File: config.mk
export PLATFORM = sky130hd
export DESIGN_NAME = sonar_scheduler_flat
export DESIGN_NICKNAME = d
export VERILOG_FILES = /design/src/rtl/sonar_if.sv /design/src/rtl/sonar_scheduler.sv /design/src/flat_wrapper.sv
export SDC_FILE = /design/constraint.sdc
export NUM_CORES = 1
export LEC_CHECK = 0
export ABC_AREA = 1
export BUFFER_PORTS_ARGS = -buffer_cell sky130_fd_sc_hd__buf_2
export CAP_MARGIN = 20
export CORE_ASPECT_RATIO = 2
export CORE_MARGIN = 2
export CORE_UTILIZATION = 24
export DETAILED_ROUTE_END_ITERATION = 8
export PLACE_DENSITY = 0.38
export SLEW_MARGIN = 30
export SYNTH_ARGS = -nofsm -noshare
export SYNTH_HDL_FRONTEND = slang
export SYNTH_SLANG_ARGS = --single-unit
File: constraint.sdc
create_clock -name clk -period 1.93 [get_ports clk]
set_clock_uncertainty 0.2 [all_clocks]
set_input_delay 0.386 -clock clk [delete_from_list [all_inputs] [get_ports clk]]
set_output_delay 0.386 -clock clk [all_outputs]
set_load 0.005 [all_outputs]
File: src/rtl/sonar_if.sv
// sonar_if: bundles the control, echo/trigger pin and result signals of the
// sonar_scheduler.
//   en, mask, echo                            : controller inputs
//   trig, busy                                : trigger pins and activity flag
//   dist_valid, dist_id, dist_cm, dist_timeout: tagged result stream
//   near                                      : per-sensor proximity flags
// master = the surrounding logic / pins, slave = the scheduler.
interface sonar_if #(
    parameter int N_SENSORS = 4,
    parameter int DIST_W    = 18
);
    localparam int IW = (N_SENSORS > 1) ? $clog2(N_SENSORS) : 1;

    logic                 en;
    logic [N_SENSORS-1:0] mask;
    logic [N_SENSORS-1:0] echo;
    logic [N_SENSORS-1:0] trig;
    logic                 busy;
    logic                 dist_valid;
    logic [IW-1:0]        dist_id;
    logic [DIST_W-1:0]    dist_cm;
    logic                 dist_timeout;
    logic [N_SENSORS-1:0] near;

    modport master (
        output en, mask, echo,
        input  trig, busy, dist_valid, dist_id, dist_cm, dist_timeout, near
    );

    modport slave (
        input  en, mask, echo,
        output trig, busy, dist_valid, dist_id, dist_cm, dist_timeout, near
    );
endinterface

File: src/rtl/sonar_scheduler.sv
// sonar_scheduler: round-robin controller sharing one echo-timing datapath
// among N_SENSORS HC-SR04 style rangers. Each ping fires one trigger, times
// the echo pulse, converts it to cm by counting DIV_CYCLES per cm, reports a
// tagged result and then waits out a ring-down gap.
//   clk   : system clock
//   rst_n : synchronous active-low reset
//   bus   : sonar_if.slave (en/mask/echo in; trig/busy/result/near out)
module sonar_scheduler #(
    parameter int N_SENSORS      = 4,
    parameter int TRIG_CYCLES    = 500,
    parameter int DIV_CYCLES     = 2900,
    parameter int TIMEOUT_CYCLES = 1900000,
    parameter int GAP_CYCLES     = 3000000,
    parameter int DIST_W         = 18,
    parameter int NEAR_CM        = 20
) (
    input  logic     clk,
    input  logic     rst_n,
    sonar_if.slave   bus
);
    localparam int IW   = (N_SENSORS > 1) ? $clog2(N_SENSORS) : 1;
    localparam int CMAX = (TRIG_CYCLES > GAP_CYCLES) ? TRIG_CYCLES : GAP_CYCLES;
    localparam int CW   = $clog2(CMAX + 1);
    localparam int TW   = $clog2(TIMEOUT_CYCLES + 1);
    localparam int SW   = $clog2(DIV_CYCLES + 1);

    typedef enum logic [2:0] {
        S_IDLE, S_SELECT, S_TRIG, S_WAIT_RISE, S_MEASURE, S_REPORT, S_GAP
    } state_t;

    state_t state, state_nxt;

    logic [N_SENSORS-1:0] echo_s1, echo_s2, echo_d;
    logic [IW-1:0]        ptr, sel_id;
    logic [CW-1:0]        cnt;
    logic [TW-1:0]        tmo;
    logic [SW-1:0]        sub;
    logic [DIST_W-1:0]    cm;

    logic                 dist_valid_q, dist_timeout_q;
    logic [IW-1:0]        dist_id_q;
    logic [DIST_W-1:0]    dist_cm_q;
    logic [N_SENSORS-1:0] near_q, trig_w;
    logic                 busy_w;

    logic echo_cur, echo_rise, echo_fall, tmo_hit, trig_done, gap_done, any_mask;

    // Only the selected sensor's synced echo is ever looked at.
    assign echo_cur  = echo_s2[ptr];
    assign echo_rise = echo_cur & ~echo_d[ptr];
    assign echo_fall = ~echo_cur & echo_d[ptr];
    assign any_mask  = |bus.mask;
    assign trig_done = (cnt == CW'(TRIG_CYCLES - 1));
    assign gap_done  = (cnt == CW'(GAP_CYCLES - 1));
    assign tmo_hit   = ((state == S_WAIT_RISE) || (state == S_MEASURE)) &&
                       (tmo == TW'(TIMEOUT_CYCLES - 1));

    // Next sensor after ptr, wrapping. The low pass picks the smallest index
    // at or below ptr, the high pass overrides it with the smallest index
    // above ptr, so ptr itself is only chosen when nothing else is enabled.
    always_comb begin
        sel_id = ptr;
        for (int i = N_SENSORS - 1; i >= 0; i--)
            if (bus.mask[i] && (i <= int'(ptr))) sel_id = IW'(i);
        for (int i = N_SENSORS - 1; i >= 0; i--)
            if (bus.mask[i] && (i > int'(ptr))) sel_id = IW'(i);
    end

    // State register
    always_ff @(posedge clk) begin
        if (!rst_n) state <= S_IDLE;
        else        state <= state_nxt;
    end

    // Next-state logic; timeout wins over a same-cycle echo edge.
    always_comb begin
        state_nxt = state;
        case (state)
            S_IDLE:      if (bus.en && any_mask) state_nxt = S_SELECT;
            S_SELECT:    state_nxt = any_mask ? S_TRIG : S_IDLE;
            S_TRIG:      if (trig_done) state_nxt = S_WAIT_RISE;
            S_WAIT_RISE: if (tmo_hit) state_nxt = S_REPORT;
                         else if (echo_rise) state_nxt = S_MEASURE;
            S_MEASURE:   if (tmo_hit || echo_fall) state_nxt = S_REPORT;
            S_REPORT:    state_nxt = S_GAP;
            S_GAP:       if (gap_done) state_nxt = bus.en ? S_SELECT : S_IDLE;
            default:     state_nxt = S_IDLE;
        endcase
    end

    // Outputs decoded from state
    always_comb begin
        trig_w = '0;
        if (state == S_TRIG) trig_w[ptr] = 1'b1;
        busy_w = (state != S_IDLE);
    end

    // Datapath
    always_ff @(posedge clk) begin
        if (!rst_n) begin
            echo_s1        <= '0;
            echo_s2        <= '0;
            echo_d         <= '0;
            ptr            <= IW'(N_SENSORS - 1);
            cnt            <= '0;
            tmo            <= '0;
            sub            <= '0;
            cm             <= '0;
            dist_valid_q   <= 1'b0;
            dist_timeout_q <= 1'b0;
            dist_id_q      <= '0;
            dist_cm_q      <= '0;
            near_q         <= '0;
        end else begin
            echo_s1 <= bus.echo;
            echo_s2 <= echo_s1;
            echo_d  <= echo_s2;

            // Phase counter restarts on every state change (TRIG and GAP).
            cnt <= (state_nxt != state) ? '0 : cnt + 1'b1;

            if (state == S_SELECT && any_mask) ptr <= sel_id;

            if (state == S_TRIG && trig_done)
                tmo <= '0;
            else if (state == S_WAIT_RISE || state == S_MEASURE)
                tmo <= tmo + 1'b1;

            if (state == S_WAIT_RISE) begin
                sub <= '0;
                cm  <= '0;
            end else if (state == S_MEASURE && echo_cur) begin
                if (sub == SW'(DIV_CYCLES - 1)) begin
                    sub <= '0;
                    if (cm != '1) cm <= cm + 1'b1;
                end else begin
                    sub <= sub + 1'b1;
                end
            end

            // Result is latched on entry to REPORT so it is valid during it.
            dist_valid_q <= (state_nxt == S_REPORT);
            if (state_nxt == S_REPORT) begin
                dist_id_q      <= ptr;
                dist_timeout_q <= tmo_hit;
                dist_cm_q      <= tmo_hit ? '1 : cm;
                near_q[ptr]    <= ~tmo_hit & (cm < DIST_W'(NEAR_CM));
            end
        end
    end

    assign bus.trig         = trig_w;
    assign bus.busy         = busy_w;
    assign bus.dist_valid   = dist_valid_q;
    assign bus.dist_id      = dist_id_q;
    assign bus.dist_cm      = dist_cm_q;
    assign bus.dist_timeout = dist_timeout_q;
    assign bus.near         = near_q;
endmodule

File: src/flat_wrapper.sv
// flat-port wrapper written by rule: the top's interface ports become plain ports
module sonar_scheduler_flat 
#(
    parameter int N_SENSORS      = 4,
    parameter int TRIG_CYCLES    = 500,
    parameter int DIV_CYCLES     = 2900,
    parameter int TIMEOUT_CYCLES = 1900000,
    parameter int GAP_CYCLES     = 3000000,
    parameter int DIST_W         = 18,
    parameter int NEAR_CM        = 20
)
  (clk, rst_n, bus_en, bus_mask, bus_echo, bus_trig, bus_busy, bus_dist_valid, bus_dist_id, bus_dist_cm, bus_dist_timeout, bus_near);
  sonar_if #(.N_SENSORS(N_SENSORS), .DIST_W(DIST_W)) bus_i ();
  input  logic clk;
  input  logic rst_n;
  input wire logic [$bits(bus_i.en)-1:0] bus_en;
  input wire logic [$bits(bus_i.mask)-1:0] bus_mask;
  input wire logic [$bits(bus_i.echo)-1:0] bus_echo;
  output wire logic [$bits(bus_i.trig)-1:0] bus_trig;
  output wire logic [$bits(bus_i.busy)-1:0] bus_busy;
  output wire logic [$bits(bus_i.dist_valid)-1:0] bus_dist_valid;
  output wire logic [$bits(bus_i.dist_id)-1:0] bus_dist_id;
  output wire logic [$bits(bus_i.dist_cm)-1:0] bus_dist_cm;
  output wire logic [$bits(bus_i.dist_timeout)-1:0] bus_dist_timeout;
  output wire logic [$bits(bus_i.near)-1:0] bus_near;
  assign bus_i.en = bus_en;
  assign bus_i.mask = bus_mask;
  assign bus_i.echo = bus_echo;
  assign bus_trig = bus_i.trig;
  assign bus_busy = bus_i.busy;
  assign bus_dist_valid = bus_i.dist_valid;
  assign bus_dist_id = bus_i.dist_id;
  assign bus_dist_cm = bus_i.dist_cm;
  assign bus_dist_timeout = bus_i.dist_timeout;
  assign bus_near = bus_i.near;
  sonar_scheduler #(.N_SENSORS(N_SENSORS), .TRIG_CYCLES(TRIG_CYCLES), .DIV_CYCLES(DIV_CYCLES), .TIMEOUT_CYCLES(TIMEOUT_CYCLES), .GAP_CYCLES(GAP_CYCLES), .DIST_W(DIST_W), .NEAR_CM(NEAR_CM)) u_core (.clk(clk), .rst_n(rst_n), .bus(bus_i));
endmodule
==> metrics.md <==
| Metric | Value |
|---|---|
| Total Neg Setup Slack | `-3639 ps` |
| Sink Count | `116` |
| Routed WL | `21270 um` |
| Core ar. | `0.02493 sq mm` |
| Final nets | `1124` |
| CTS tree | `yes` |
| CP Data Required Time | `2060 ps` |
| Post-route insts no fill | `roughly 1500` |
| Crit-path cells | `ha_4 -> nand3_4 -> nor3_4 -> nand3_2 -> nor2_2 -> nor2_2 -> buf_4 -> nand3_4 -> buf_12 -> nand4_1 -> nand3_1 -> inv_1` |
| Die area | `0.02668 sq mm` |
| Mapped Area | `between 0.006 and 0.007 sq mm` |
| Vias in the first global route | `6525` |
| Worst-margin pin slew | `379.1 ps` |
| Largest cells by area after synthesis | `dfxtp_1 (38%), nand2_1 (11%), inv_1 (8.6%)` |
| Placer Congestion | `between 0.8 and 0.9` |
| Mean Syn Cell Area | `7.023 sq um` |
| Mapped Nets | `880` |
| Register share of total power | `40.3%` |
| Input/output buffers | `41` |
| Synthesized flop and latch total | `116` |
| Met2 Use GR | `32.92%` |
| Hold path startpoint | `rst_n` |
| FP Rows | `82` |
| Avg WL per Cell | `14.63 um` |
| Via count | `6382` |
| HPWL after DPL | `15560 um` |
| EDFF count, synth | `0` |
| Area post-placement | `0.007976 sq mm` |
| Sw Share | `24.79%` |
| R2R Setup Slk | `-130 ps` |
| Setup ws final | `-133.2 ps` |
| # diodes | `0` |
| Antenna Nets Post-Route | `0` |
| Startpoint Class | `flop` |
| Worst hold slack | `175.2 ps` |
| Area grow syn2layout | `59.46%` |
| Final setup violation count | `53` |
| Final Hold Fails | `0` |
| Top FF cell, synth | `dfxtp_1` |
| Total GRT Usage | `16.10%` |
| FMAX | `slightly below 500 MHz` |
| Outcome | `complete, but fails checks` |
| Hold depth | `4` |
| Commonest non-fill, non-tap cell in the layout | `buf_4` |
| Worst-path fanout max | `22` |
| Worst Setup End Kind | `flop` |
| # H-tree levels | `4` |
| Highest-count cells in the layout ignoring fill and taps | `buf_4 (167), nand2_1 (145), inv_1 (134)` |
| Crit path max-delay cell type | `dfxtp_2` |
| Initial antenna violation count | `0` |
| Synthesized instance count | `between 800 and 900` |
| Hold Path Sink | `u_core.state[1]` |
| Max_slew headroom | `74.50%` |
| Width of the die | `116.5 um` |
| Final Cycle Share | `106.9%` |
| Failing checks | `negative setup slack` |
| Number of placed I/O pins | `42` |
| Logic pwr share | `a little over a tenth` |
| P_sw | `approximately 1.5 mW` |
| Async set-or-reset flop fraction in the synthesized netlist | `0%` |
| Worst R2R Start | `u_core.cnt[0]` |
| Die Height | `229.0 um` |
| RR Endpoint | `u_core.bus.dist_cm[9]` |
| Buffers plus inverters on the worst setup path | `3` |
| Setup crit start | `u_core.cnt[0]` |
| Worst path max stage delay | `between 300 and 400 ps` |
| Count of unique library cells instantiated by Yosys | `38` |
| Synth area leader | `dfxtp_1` |
| P per Cell Area | `628.0 mW/mm^2` |
| CP Class | `reg -> reg` |
| Clock Latency Late Sink | `440 ps` |
| Worst EP arrival | `2190 ps` |
| Synth top area share | `38.23%` |
| Clock power share | `49.3%` |
| Leak Pwr | `4.402 nW` |
| CTS Buf Count | `17` |
| Share of layout cells above drive strength 1 | `39.98%` |
| First-pass GRT wire length | `around 32000 um` |
| Yosys warnings | `0` |
| # DRC | `0` |
| RSZ-0062 raised after global routing | `yes` |
| Grt peak-use layer | `met2` |
| Vias/cell | `4.389` |
| Tmin final | `2063 ps` |
| Reg2reg path depth | `12` |
| Largest net degree at the start of global routing | `28` |
| CP delay by family, top | `simple AND/OR/NAND/NOR gates` |
| GR Layer Usage met1 | `13.39%` |
| Initial Utilization | `between 20 and 25%` |
| Root buf cell | `clkbuf_16` |
| CTS max path bufs | `2` |
| Seq/Total Area, Yosys | `38.23%` |
| Pre-antenna DRT Iters | `4` |
| VDD IR max | `slightly above 0.5 mV` |
| GRT Residual Overflow | `0` |
| Clock transition at path regs | `around 50 ps` |
| Final Slew Violations | `0` |
| Fillers | `2655` |
| Met3 Usage GRT | `about 3.5%` |
| Initial DRC Count | `~220` |
| Maxcap violations | `0` |
| P_int | `4.576 mW` |
| Post-route design area | `0.009687 sq mm` |
| Placed instance count | `1389` |
| Hold Path Class | `in -> reg` |
## how the worst max path moves through the flow
stage	slack [ps]	end	depth (start not counted)
5_1_grt	-220	u_core.cnt[19]	11
3_5_place_dp	-330	u_core.cnt[18]	10
6_report	-130	u_core.bus.dist_cm[9]	12
3_3_place_gp	-290	u_core.cnt[20]	11
4_1_cts	-180	u_core.cnt[19]	15
2_1_floorplan	4	u_core.cnt[18]	10
## metal layers
| metal | vias to the layer above | routed length, um |
|---|---|---|
| li1 | 3248 | - |
| met1 | 3009 | 7010 |
| met2 | 80 | 12920 |
| met3 | 45 | 461 |
| met4 | 0 | 873 |
| met5 | - | 0 |
## timing repair
action / CTS / global route
endpoints found under the hold margin: 4 / 0
hold buffers: 4 / 0
gates cloned: 3 / 4
buffers inserted: 8 / 23
endpoints found under the setup margin: 97 / 98
pin swaps: 15 / 50
resized for setup: 86 / 132
## cell families after synthesis
group	after synthesis	synth area share (%)
DFF	116	38.23
adders and majority gates	4	0.8239
and+or+nand+nor	470	37.63
xor gates and xnor gates	46	6.632
AOI/OAI and AO/OA	55	4.861
buffers and inverters	174	11.82
## layout make-up
cell class	count	area [sq um]	area share, %
clock inverters	5	52.55	0.5425
flip-flops and latches	116	2352	24.28
repair buffers	251	2095	21.62
multi-input cells	575	3696	38.16
clock buffers	23	488.0	5.037
inverters	148	583.1	6.019
well taps	336	420.4	4.340
## cells in the mapped netlist, types with 4 or more instances
cell and n:
a21oi_1 37, buf_2 10, buf_6 5, clkbuf_1 6, dfxtp_1 116, ha_1 4
inv_1 139, inv_2 7, nand2_1 185, nand3_1 72, nand3_2 5, nand4_1 41
nor2_1 88, nor3_1 34, nor3_2 22, nor3b_1 6, o21ai_0 6, xnor2_1 12
xor2_1 34
## through the flow
step | power (mW) | utilization (%) | setup WS, ps
after CTS | 6.116 | 36.09 | -183.0
after global routing | 6.320 | 38.85 | -220.7
after global placement | 2.929 | 31.99 | -287.8
final | 6.084 | 38.85 | -133.2
after detailed placement | 2.927 | 31.99 | -333.6
after floorplan | 2.730 | - | 4.495
## flip-flops by register name, indices dropped and copies added (netlist names), 4 cells and up
register	flops
u_core.bus.dist_cm	18
u_core.bus.near	4
u_core.cm	18
u_core.cnt	22
u_core.echo_d	4
u_core.echo_s1	4
u_core.echo_s2	4
u_core.sub	12
u_core.tmo	21
## power groups by stage
stage               clock (mW)  sequential, mW  combinational, mW
floorplan                    0            2.49              0.243
global placement             0            2.49              0.434
detailed placement           0            2.49              0.433
CTS                       3.11            2.45              0.554
global route              3.19            2.45              0.679
finish                    3.00            2.45              0.634
## worst reg2reg max path: cells and delay by family (launching register included)
family,cells,cell delay [ps]
fa+ha+maj,1,170
buf+inv,3,330
flops,1,350
simple gates,8,900
Power figures use the tool's default switching activity.
